### src/rtl/serial_word_tx.sv
// Parallel-to-serial word transmitter: accepts WIDTH-bit words on a valid/ready
// handshake and shifts them out LSB-first, with optional idle gap cycles between words.
module serial_word_tx #(
  parameter int WIDTH      = 32,
  parameter int GAP_CYCLES = 1
) (
  input  logic             clk,
  input  logic             rst_n,
  input  logic [WIDTH-1:0] in_word,
  input  logic             in_valid,
  output logic             in_ready,
  output logic             x,
  output logic             x_valid,
  output logic             sof,
  output logic             eof,
  output logic             busy,
  output logic [15:0]      word_count
);

  localparam int            BW       = $clog2(WIDTH);
  localparam logic [BW-1:0] LAST_BIT = BW'(WIDTH - 1);
  localparam logic [7:0]    LAST_GAP = (GAP_CYCLES > 0) ? 8'(GAP_CYCLES - 1) : 8'd0;
  localparam logic          HAS_GAP  = (GAP_CYCLES > 0);

  typedef enum logic [1:0] {
    IDLE  = 2'd0,
    SHIFT = 2'd1,
    GAP   = 2'd2
  } state_e;

  state_e           state_q, state_d;
  logic [WIDTH-1:0] shreg_q, shreg_d;
  logic [BW-1:0]    bit_cnt_q, bit_cnt_d;
  logic [7:0]       gap_cnt_q, gap_cnt_d;
  logic             x_q, x_d;
  logic             x_valid_q, x_valid_d;
  logic             sof_q, sof_d;
  logic             eof_q, eof_d;
  logic             busy_q, busy_d;
  logic [15:0]      word_count_q, word_count_d;
  logic             load;

  // Ready depends only on state and counters so upstream never sees a loop through in_valid.
  assign in_ready = (state_q == IDLE) ||
                    ((state_q == SHIFT) && (bit_cnt_q == LAST_BIT) && !HAS_GAP) ||
                    ((state_q == GAP) && (gap_cnt_q == LAST_GAP));
  assign load     = in_valid && in_ready;

  always_comb begin
    state_d      = state_q;
    shreg_d      = shreg_q;
    bit_cnt_d    = bit_cnt_q;
    gap_cnt_d    = gap_cnt_q;
    x_d          = x_q;
    x_valid_d    = 1'b0;
    sof_d        = 1'b0;
    eof_d        = 1'b0;
    word_count_d = word_count_q;

    case (state_q)
      IDLE: begin
        state_d = IDLE;
      end
      SHIFT: begin
        if (bit_cnt_q == LAST_BIT) begin
          word_count_d = word_count_q + 16'd1;
          if (HAS_GAP) begin
            state_d   = GAP;
            gap_cnt_d = 8'd0;
          end else begin
            state_d = IDLE;
          end
        end else begin
          shreg_d   = shreg_q >> 1;
          bit_cnt_d = bit_cnt_q + BW'(1);
          x_d       = shreg_q[1];
          x_valid_d = 1'b1;
          eof_d     = ((bit_cnt_q + BW'(1)) == LAST_BIT);
        end
      end
      GAP: begin
        if (gap_cnt_q == LAST_GAP) begin
          state_d = IDLE;
        end else begin
          gap_cnt_d = gap_cnt_q + 8'd1;
        end
      end
      default: begin
        state_d = IDLE;
      end
    endcase

    // Handshakes only happen at word boundaries, so a load overrides the idle/gap exit above.
    if (load) begin
      state_d   = SHIFT;
      shreg_d   = in_word;
      bit_cnt_d = '0;
      x_d       = in_word[0];
      x_valid_d = 1'b1;
      sof_d     = 1'b1;
      eof_d     = 1'b0;
    end else begin
      shreg_d = shreg_d;
    end

    busy_d = (state_d != IDLE);
  end

  always_ff @(posedge clk) begin
    if (!rst_n) begin
      state_q      <= IDLE;
      shreg_q      <= '0;
      bit_cnt_q    <= '0;
      gap_cnt_q    <= 8'd0;
      x_q          <= 1'b0;
      x_valid_q    <= 1'b0;
      sof_q        <= 1'b0;
      eof_q        <= 1'b0;
      busy_q       <= 1'b0;
      word_count_q <= 16'd0;
    end else begin
      state_q      <= state_d;
      shreg_q      <= shreg_d;
      bit_cnt_q    <= bit_cnt_d;
      gap_cnt_q    <= gap_cnt_d;
      x_q          <= x_d;
      x_valid_q    <= x_valid_d;
      sof_q        <= sof_d;
      eof_q        <= eof_d;
      busy_q       <= busy_d;
      word_count_q <= word_count_d;
    end
  end

  assign x          = x_q;
  assign x_valid    = x_valid_q;
  assign sof        = sof_q;
  assign eof        = eof_q;
  assign busy       = busy_q;
  assign word_count = word_count_q;

endmodule
### config.mk
export PLATFORM = sky130hd
export DESIGN_NAME = serial_word_tx
export DESIGN_NICKNAME = d
export VERILOG_FILES = /design/src/rtl/serial_word_tx.sv
export SDC_FILE = /design/constraint.sdc
export NUM_CORES = 1
export LEC_CHECK = 0
export ABC_AREA = 1
export BUFFER_PORTS_ARGS = -buffer_cell sky130_fd_sc_hd__buf_2
export CORE_MARGIN = 4
export CORE_UTILIZATION = 40
export DETAILED_ROUTE_END_ITERATION = 10
export PLACE_DENSITY = 0.61
export SETUP_SLACK_MARGIN = 0.2
export SLEW_MARGIN = 5
export SYNTH_ARGS = -nofsm -noshare
export SYNTH_HDL_FRONTEND = slang
export SYNTH_SLANG_ARGS = --single-unit
### constraint.sdc
create_clock -name clk -period 5.38 [get_ports clk]
set_clock_uncertainty 0.2 [all_clocks]
set_input_delay 0.538 -clock clk [delete_from_list [all_inputs] [get_ports clk]]
set_output_delay 0.538 -clock clk [all_outputs]
set_load 0.01 [all_outputs]
==> tab_implementation.tex, run 1 <==
\begin{tabular}{lr}
\hline
Metric & Value \\
\hline
\multicolumn{2}{l}{\textbf{Run status}} \\
Outcome & finished clean \\
\multicolumn{2}{l}{\textbf{Setup path}} \\
Worst reg2reg path startpoint & bit\_cnt\_q[0] \\
Worst setup SP type & register \\
Type of destination of the critical path & register \\
Origin of the worst setup path & bit\_cnt\_q[0] \\
Arrival @ worst endpoint & 2.89 ns \\
Maximum net fanout on the critical path & 36 \\
Setup CP Type & register to register \\
Data required time at the worst endpoint & 5.42 ns \\
\multicolumn{2}{l}{\textbf{Yosys}} \\
Post-synthesis compound-gate area fraction & 8.44\% \\
Post-synthesis xor/xnor area fraction & 1.01\% \\
Mean cell area of the mapped netlist & 6.67 sq um \\
Dominant combinational cell family by area after synthesis & simple AND/OR/NAND/NOR gates \\
Number of nets produced by synthesis & 566 \\
Multiplexer share of the synthesized area & 0\% \\
Post-synthesis cell type count & 32 \\
FF+latch count, synth & 67 \\
Synthesis Warnings & 0 \\
Sequential fraction of the synthesis area & 38.5\% \\
Simple-gate portion of the synthesized area & 37.9\% \\
Adder-cell area share of the yosys netlist & 3.23\% \\
Cells after Synth & 522 \\
Synthesized cell area & 3480 sq um \\
\multicolumn{2}{l}{\textbf{STA}} \\
Rel. slew slack & 29.9\% \\
Count of final max-slew check failures & 0 \\
Final hold vios & 0 \\
Minimum clock period after layout & 2.85 ns \\
RSZ-0062 raised after global routing & false \\
Fin crit share & 53.0\% \\
Maximum clock frequency & 0.351 GHz \\
Slew at the pin with the worst max-slew slack & 1.05 ns \\
Count of endpoints failing setup in the final report & 0 \\
Worst hold slack after final layout & 0.196 ns \\
Summed negative setup slack over all endpoints & 0 ns \\
\multicolumn{2}{l}{\textbf{Die}} \\
Die outline area & 10300 sq um \\
Count of standard-cell rows & 33 \\
Die extent in x & 101 microns \\
Top-level I/O count & 57 \\
Vertical die dimension & 101 microns \\
Core area & 8340 sq um \\
Effective utilization at floorplan & 41.8\% \\
\multicolumn{2}{l}{\textbf{Placement}} \\
Final weighted congestion in routability-driven placement & 0.812 \\
Count of buffers inserted at the top-level ports & 56 \\
Number of instances in the placed design & 661 \\
HPWL after DPL & 5000 microns \\
\multicolumn{2}{l}{\textbf{Power}} \\
Total power & 0.00112 W \\
Power per unit of standard cell area & 280 nW/um\^{}2 \\
IR Drop Worst-Case VDD & 0.135 mV \\
Reported leakage power & 1.95 nW \\
\multicolumn{2}{l}{\textbf{Min path}} \\
Hold Path Class & input port to register \\
Hold path startpoint & in\_word[23] \\
\multicolumn{2}{l}{\textbf{Clock tree}} \\
Post-CTS setup buffer count & 0 \\
Number of levels in the clock H-tree & 3 \\
Number of buffers inserted during clock tree synthesis & 9 \\
CTS Root Buffer Type & sky130\_fd\_sc\_hd\_\_clkbuf\_8 \\
Number of sinks handled by clock tree synthesis & 67 \\
Count of instances resized after the clock tree is built & 0 \\
\# hold bufs at CTS & 0 \\
Clock tree from TritonCTS & done \\
Register clock-pin slew on the reported worst setup and hold paths & 0.07 ns \\
Clk Latency, worst-skew pair & 0.34 ns \\
Maximum clock path buffer count & 2 \\
\multicolumn{2}{l}{\textbf{Final layout}} \\
Area growth from synthesis to final layout & 15.1\% \\
Ant diodes & 0 \\
Filler cells & 902 \\
Fraction of layout cells with a size suffix above 1 & 16.6\% \\
Area occupied by multi-input gates & 1760 sq um \\
Nets@finish & 611 \\
Sequential cell area & 1340 sq um \\
Non-filler instance count after layout & 677 \\
\multicolumn{2}{l}{\textbf{Routing}} \\
Post-detailed-route count of antenna-violating nets & 0 \\
Wirelength, routed & 7410 microns \\
Drt initial violations & 197 \\
Number of remaining DRC errors & 0 \\
Via density per instance & 4.84 \\
Overall via count from detail\_route & 3276 \\
Drt pass-1 iters & 4 \\
Wire per inst & 11.0 microns \\
\multicolumn{2}{l}{\textbf{Global route}} \\
GRT overflow & 0 \\
Global-route wire length before repair & 12700 microns \\
Antenna violations before repair & 0 \\
GRT Total Usage & 15.1\% \\
Maximum number of pins on one net before global-route repair & 63 \\
Via count of the first global-routing pass & 2861 \\
\multicolumn{2}{l}{\textbf{Run}} \\
\# Max-Cap Violations & 0 \\
\hline
\end{tabular}
[synth_stat cells (all sizes together)]
cell type	number	area share, %
xnor2	1	0.25
a21oi	42	6.0
dfxtp	67	39
xor2	3	0.75
ha	9	3.2
o21ai	14	2.0
clkbuf	10	1.1
inv	70	7.5
clkinv	1	0.11
nand4	6	1.1
and3	1	0.18
nor2	36	5.1
or2	1	0.18
a211oi	1	0.22
nor3	3	0.90
buf	12	2.2
a31oi	1	0.18
nand2	171	19
nand3	73	11
[per-layer routing]
layer  wire length, microns  vias up  global-route usage (%)
met2                   3430       70                    24.4
met5                      0        -                       0
li1                       -     1737                       -
met3                    476        8                    3.79
met4                     94        0                    6.13
met1                   3410     1461                    19.3
[cells by family after synthesis]
group | count (synthesis)
AOI/OAI and AO/OA | 58
xor gates and xnor gates | 4
adders and majority gates | 9
buffers and inverters | 93
DFF | 67
and+or+nand+nor | 291
[power by group]
group | leakage [nW] | switching, W | internal (W)
sequential | 0.548 | 0.0000118 | 0.000519
clock | 0.113 | 0.000193 | 0.000286
combinational | 1.29 | 0.0000735 | 0.0000406
total | 1.95 | 0.000279 | 0.000845
[per-stage QoR]
stage          instance area, sq um  setup WS [ns]  util, %
4_1_cts                        4010           2.50     48.1
2_1_floorplan                  3480           3.41        -
6_report                       4010           2.53     48.1
3_5_place_dp                   3780           2.47     45.3
5_1_grt                        4010           2.26     48.1
3_3_place_gp                   3780           2.53     45.3
[worst max-delay path, cell delays in order, from the launching register on]
cell	delay (ns)
sky130_fd_sc_hd__dfxtp_1	0.33
sky130_fd_sc_hd__ha_1	0.22
sky130_fd_sc_hd__nand2_1	0.07
sky130_fd_sc_hd__nor2_1	0.04
sky130_fd_sc_hd__ha_1	0.23
sky130_fd_sc_hd__nor2_4	0.68
sky130_fd_sc_hd__inv_2	0.50
sky130_fd_sc_hd__nand2_1	0.20
sky130_fd_sc_hd__nor2_2	0.09
sky130_fd_sc_hd__nand2_1	0.10
sky130_fd_sc_hd__nand2_1	0.06
[state kept, by name, summed over array words and instances (netlist names)]
name,flops
shreg_q,32
word_count,16
x_valid,1
state_q,2
bit_cnt_q,5
sof,1
eof,1
busy,1
gap_cnt_q,8
[layout by cell type (no fill, tap or decap), drive strengths merged]
cell type    n
dfxtp       67
clkbuf      12
xnor2        1
o21ai       14
and3         1
nand2      171
a211oi       1
xor2         3
buf         56
ha           9
nand3       73
clkinvlp     1
nand4        6
or2          1
nor2        36
inv         70
bufinv       2
a21oi       42
nor3         3
a31oi        1
clkinv       2
[final cells by class]
| type | instances | area share, % |
|---|---|---|
| Timing Repair Buffer | 56 | 6.99 |
| Clock buffer | 12 | 3.87 |
| Tap cell | 105 | 3.28 |
| Multi-Input combinational cell | 362 | 43.9 |
| Clock inverter | 4 | 1.81 |
| Sequential cell | 67 | 33.5 |
| Inverter | 71 | 6.65 |
[final timing paths]
kind            endpoint  slack [ns]  cells after the start
min reg2reg  shreg_q[31]        0.25                      2
min          shreg_q[23]        0.20                      3
max reg2reg   shreg_q[1]        2.53                     10
max           shreg_q[1]        2.53                     10
(Power assumes the default switching activity.)
==> run 2, diff against run 1 <==
clock period = 2.9 ns   (was 5.38 ns; I/O delays follow)
==> tab_implementation.tex, run 2 (synthesis gave the netlist of run 1 again) <==
\begin{tabular}{lr}
\hline
Metric & Value \\
\hline
\multicolumn{2}{l}{\textbf{Routing}} \\
Post-detailed-route count of antenna-violating nets & 0 (unchanged) \\
Overall via count from detail\_route & 3238 (was 3276) \\
Wire per inst & 11.4 microns (was 11.0 microns) \\
Via density per instance & 4.73 (was 4.84) \\
Number of remaining DRC errors & 0 (unchanged) \\
Wirelength, routed & 7800 microns (was 7410 microns) \\
Drt initial violations & 151 (was 197) \\
Drt pass-1 iters & 4 (unchanged) \\
\multicolumn{2}{l}{\textbf{Clock tree}} \\
Register clock-pin slew on the reported worst setup and hold paths & 0.07 ns (about the same) \\
Clock tree from TritonCTS & done (unchanged) \\
Clk Latency, worst-skew pair & 0.34 ns (about the same) \\
Number of levels in the clock H-tree & 3 (unchanged) \\
CTS Root Buffer Type & sky130\_fd\_sc\_hd\_\_clkbuf\_8 (unchanged) \\
Number of buffers inserted during clock tree synthesis & 9 (unchanged) \\
Maximum clock path buffer count & 2 (unchanged) \\
Number of sinks handled by clock tree synthesis & 67 (unchanged) \\
Count of instances resized after the clock tree is built & 0 (unchanged) \\
\multicolumn{2}{l}{\textbf{Setup path}} \\
Crit path buffers/inverters & 2 (was 1) \\
Arrival @ worst endpoint & 2.30 ns (was 2.89 ns) \\
Data required time at the worst endpoint & 2.97 ns (was 5.42 ns) \\
Kind of cell with the highest combined delay on the critical path & buffers and inverters (was simple AND/OR/NAND/NOR gates) \\
Library cell contributing the largest single delay on the critical path & sky130\_fd\_sc\_hd\_\_dfxtp\_1 (was sky130\_fd\_sc\_hd\_\_nor2\_4) \\
Type of destination of the critical path & register (unchanged) \\
Worst setup SP type & register (unchanged) \\
Crit-path max cell delay & 0.38 ns (was 0.68 ns) \\
Most common cell type on the critical path & sky130\_fd\_sc\_hd\_\_ha\_1 (was sky130\_fd\_sc\_hd\_\_nand2\_1) \\
Setup CP Type & register to register (unchanged) \\
Maximum net fanout on the critical path & 22 (was 36) \\
Cell-by-cell listing of the critical path & ha\_1, nand2\_1, nor2\_1, ha\_1, nor2\_4, inv\_2, buf\_4, nand3\_1, a21oi\_1 (was ha\_1, nand2\_1, nor2\_1, ha\_1, nor2\_4, inv\_2, nand2\_1, nor2\_2, nand2\_1, nand2\_1) \\
\multicolumn{2}{l}{\textbf{Final layout}} \\
Filler cells & 878 (was 902) \\
Most common cell after layout, fill and taps aside & sky130\_fd\_sc\_hd\_\_nand2\_1 (unchanged) \\
Most frequent cells in the layout & sky130\_fd\_sc\_hd\_\_nand2\_1 (166), sky130\_fd\_sc\_hd\_\_nand3\_1 (70), sky130\_fd\_sc\_hd\_\_dfxtp\_1 (67) (unchanged) \\
Fraction of layout cells with a size suffix above 1 & 17.1\% (was 16.6\%) \\
Max reg flops & 32 (unchanged) \\
Nets@finish & 619 (was 611) \\
Ant diodes & 0 (unchanged) \\
Area growth from synthesis to final layout & 15.4\% (was 15.1\%) \\
Non-filler instance count after layout & 685 (was 677) \\
Largest reg by FF count & shreg\_q (unchanged) \\
\multicolumn{2}{l}{\textbf{Run}} \\
\# Max-Cap Violations & 0 (unchanged) \\
\multicolumn{2}{l}{\textbf{Global route}} \\
Via count of the first global-routing pass & 3006 (was 2861) \\
GRT overflow & 0 (unchanged) \\
GRT Total Usage & 15.9\% (was 15.1\%) \\
Global-route wire length before repair & 13200 microns (was 12700 microns) \\
Antenna violations before repair & 0 (unchanged) \\
Maximum number of pins on one net before global-route repair & 63 (unchanged) \\
\multicolumn{2}{l}{\textbf{Placement}} \\
Count of buffers inserted at the top-level ports & 56 (unchanged) \\
Final weighted congestion in routability-driven placement & 0.797 (was 0.812) \\
Number of instances in the placed design & 666 (was 661) \\
HPWL after DPL & 5260 microns (was 5000 microns) \\
\multicolumn{2}{l}{\textbf{STA}} \\
Count of final max-slew check failures & 0 (unchanged) \\
Summed negative setup slack over all endpoints & 0 ns (unchanged) \\
Maximum clock frequency & 0.449 GHz (was 0.351 GHz) \\
Fin crit share & 76.9\% (was 53.0\%) \\
Count of endpoints failing setup in the final report & 0 (unchanged) \\
Slew at the pin with the worst max-slew slack & 0.396 ns (was 1.05 ns) \\
RSZ-0062 raised after global routing & false (unchanged) \\
Minimum clock period after layout & 2.23 ns (was 2.85 ns) \\
Rel. slew slack & 73.6\% (was 29.9\%) \\
Final hold vios & 0 (unchanged) \\
\multicolumn{2}{l}{\textbf{Power}} \\
IR Drop Worst-Case VDD & 0.212 mV (was 0.135 mV) \\
Reported leakage power & 1.96 nW (was 1.95 nW) \\
Power per unit of standard cell area & 474 nW/um\^{}2 (was 280 nW/um\^{}2) \\
\multicolumn{2}{l}{\textbf{Die}} \\
Vertical die dimension & 101 microns (unchanged) \\
Top-level I/O count & 57 (unchanged) \\
Die outline area & 10300 sq um (unchanged) \\
Die extent in x & 101 microns (unchanged) \\
Core area & 8340 sq um (unchanged) \\
Count of standard-cell rows & 33 (unchanged) \\
Effective utilization at floorplan & 41.8\% (unchanged) \\
\multicolumn{2}{l}{\textbf{Run status}} \\
Outcome & finished clean (unchanged) \\
\multicolumn{2}{l}{\textbf{Min path}} \\
Hold Path Class & input port to register (unchanged) \\
\hline
\end{tabular}
==> run 2: final cells by class <==
class	instances	area, sq um	area share [%]
Clock buffer	12	145	3.61
Sequential cell	67	1340	33.4
Tap cell	105	131	3.27
Timing Repair Buffer	64	348	8.65
Inverter	71	267	6.63
Clock inverter	4	26.3	0.654
Multi-Input combinational cell	362	1760	43.8
==> run 2: power breakdown <==
group	switching [W]	internal [W]	leakage, nW
clock	0.000364	0.000333	0.0863
sequential	0.0000216	0.000962	0.548
combinational	0.000141	0.0000822	1.33
total	0.000527	0.00138	1.96
==> run 2: final timing paths <==
| path | startpoint | to | slack (ns) | cells after the start |
|---|---|---|---|---|
| worst max register to register | bit_cnt_q[0] | shreg_q[25] | 0.67 | 9 |
| worst min register to register | shreg_q[31] | shreg_q[31] | 0.25 | 2 |
| worst min-delay path | in_word[24] | shreg_q[24] | 0.06 | 5 |
| worst max-delay path | bit_cnt_q[0] | shreg_q[25] | 0.67 | 9 |
==> run 2: what timing repair did <==
| action | 4_1_cts | 5_1_grt |
|---|---|---|
| hold buffers | 3 | 0 |
| endpoints found under the hold margin | 3 | 0 |
| setup buffers | 0 | 0 |
==> run 2: per-stage QoR <==
step                      cell area, sq um  total power (W)  hold slack (ns)  setup WS, ns  util (%)
after global placement                3820          0.00122            0.230         0.714      45.8
final                                 4020          0.00190           0.0619         0.671      48.2
after CTS                             4020          0.00193           0.0451         0.639      48.2
after detailed placement              3820          0.00123            0.243         0.669      45.8
after global routing                  4020          0.00200           0.0478         0.418      48.2
after floorplan                       3480          0.00117            0.193         0.930         -
==> run 2: worst min-delay path, delay by kind of cell <==
kind	cells	cell delay, ns
buf+inv	2	0.11
simple gates	3	0.17
==> run 2: metal layers <==
layer / GRT usage (%) / share of wire, % / vias to the layer above
met5: 0 / 0 / -
met4: 6.13 / 1.6 / 0
met3: 3.37 / 3.8 / 13
met2: 26.4 / 45 / 57
met1: 20.2 / 49 / 1414
li1: - / - / 1754
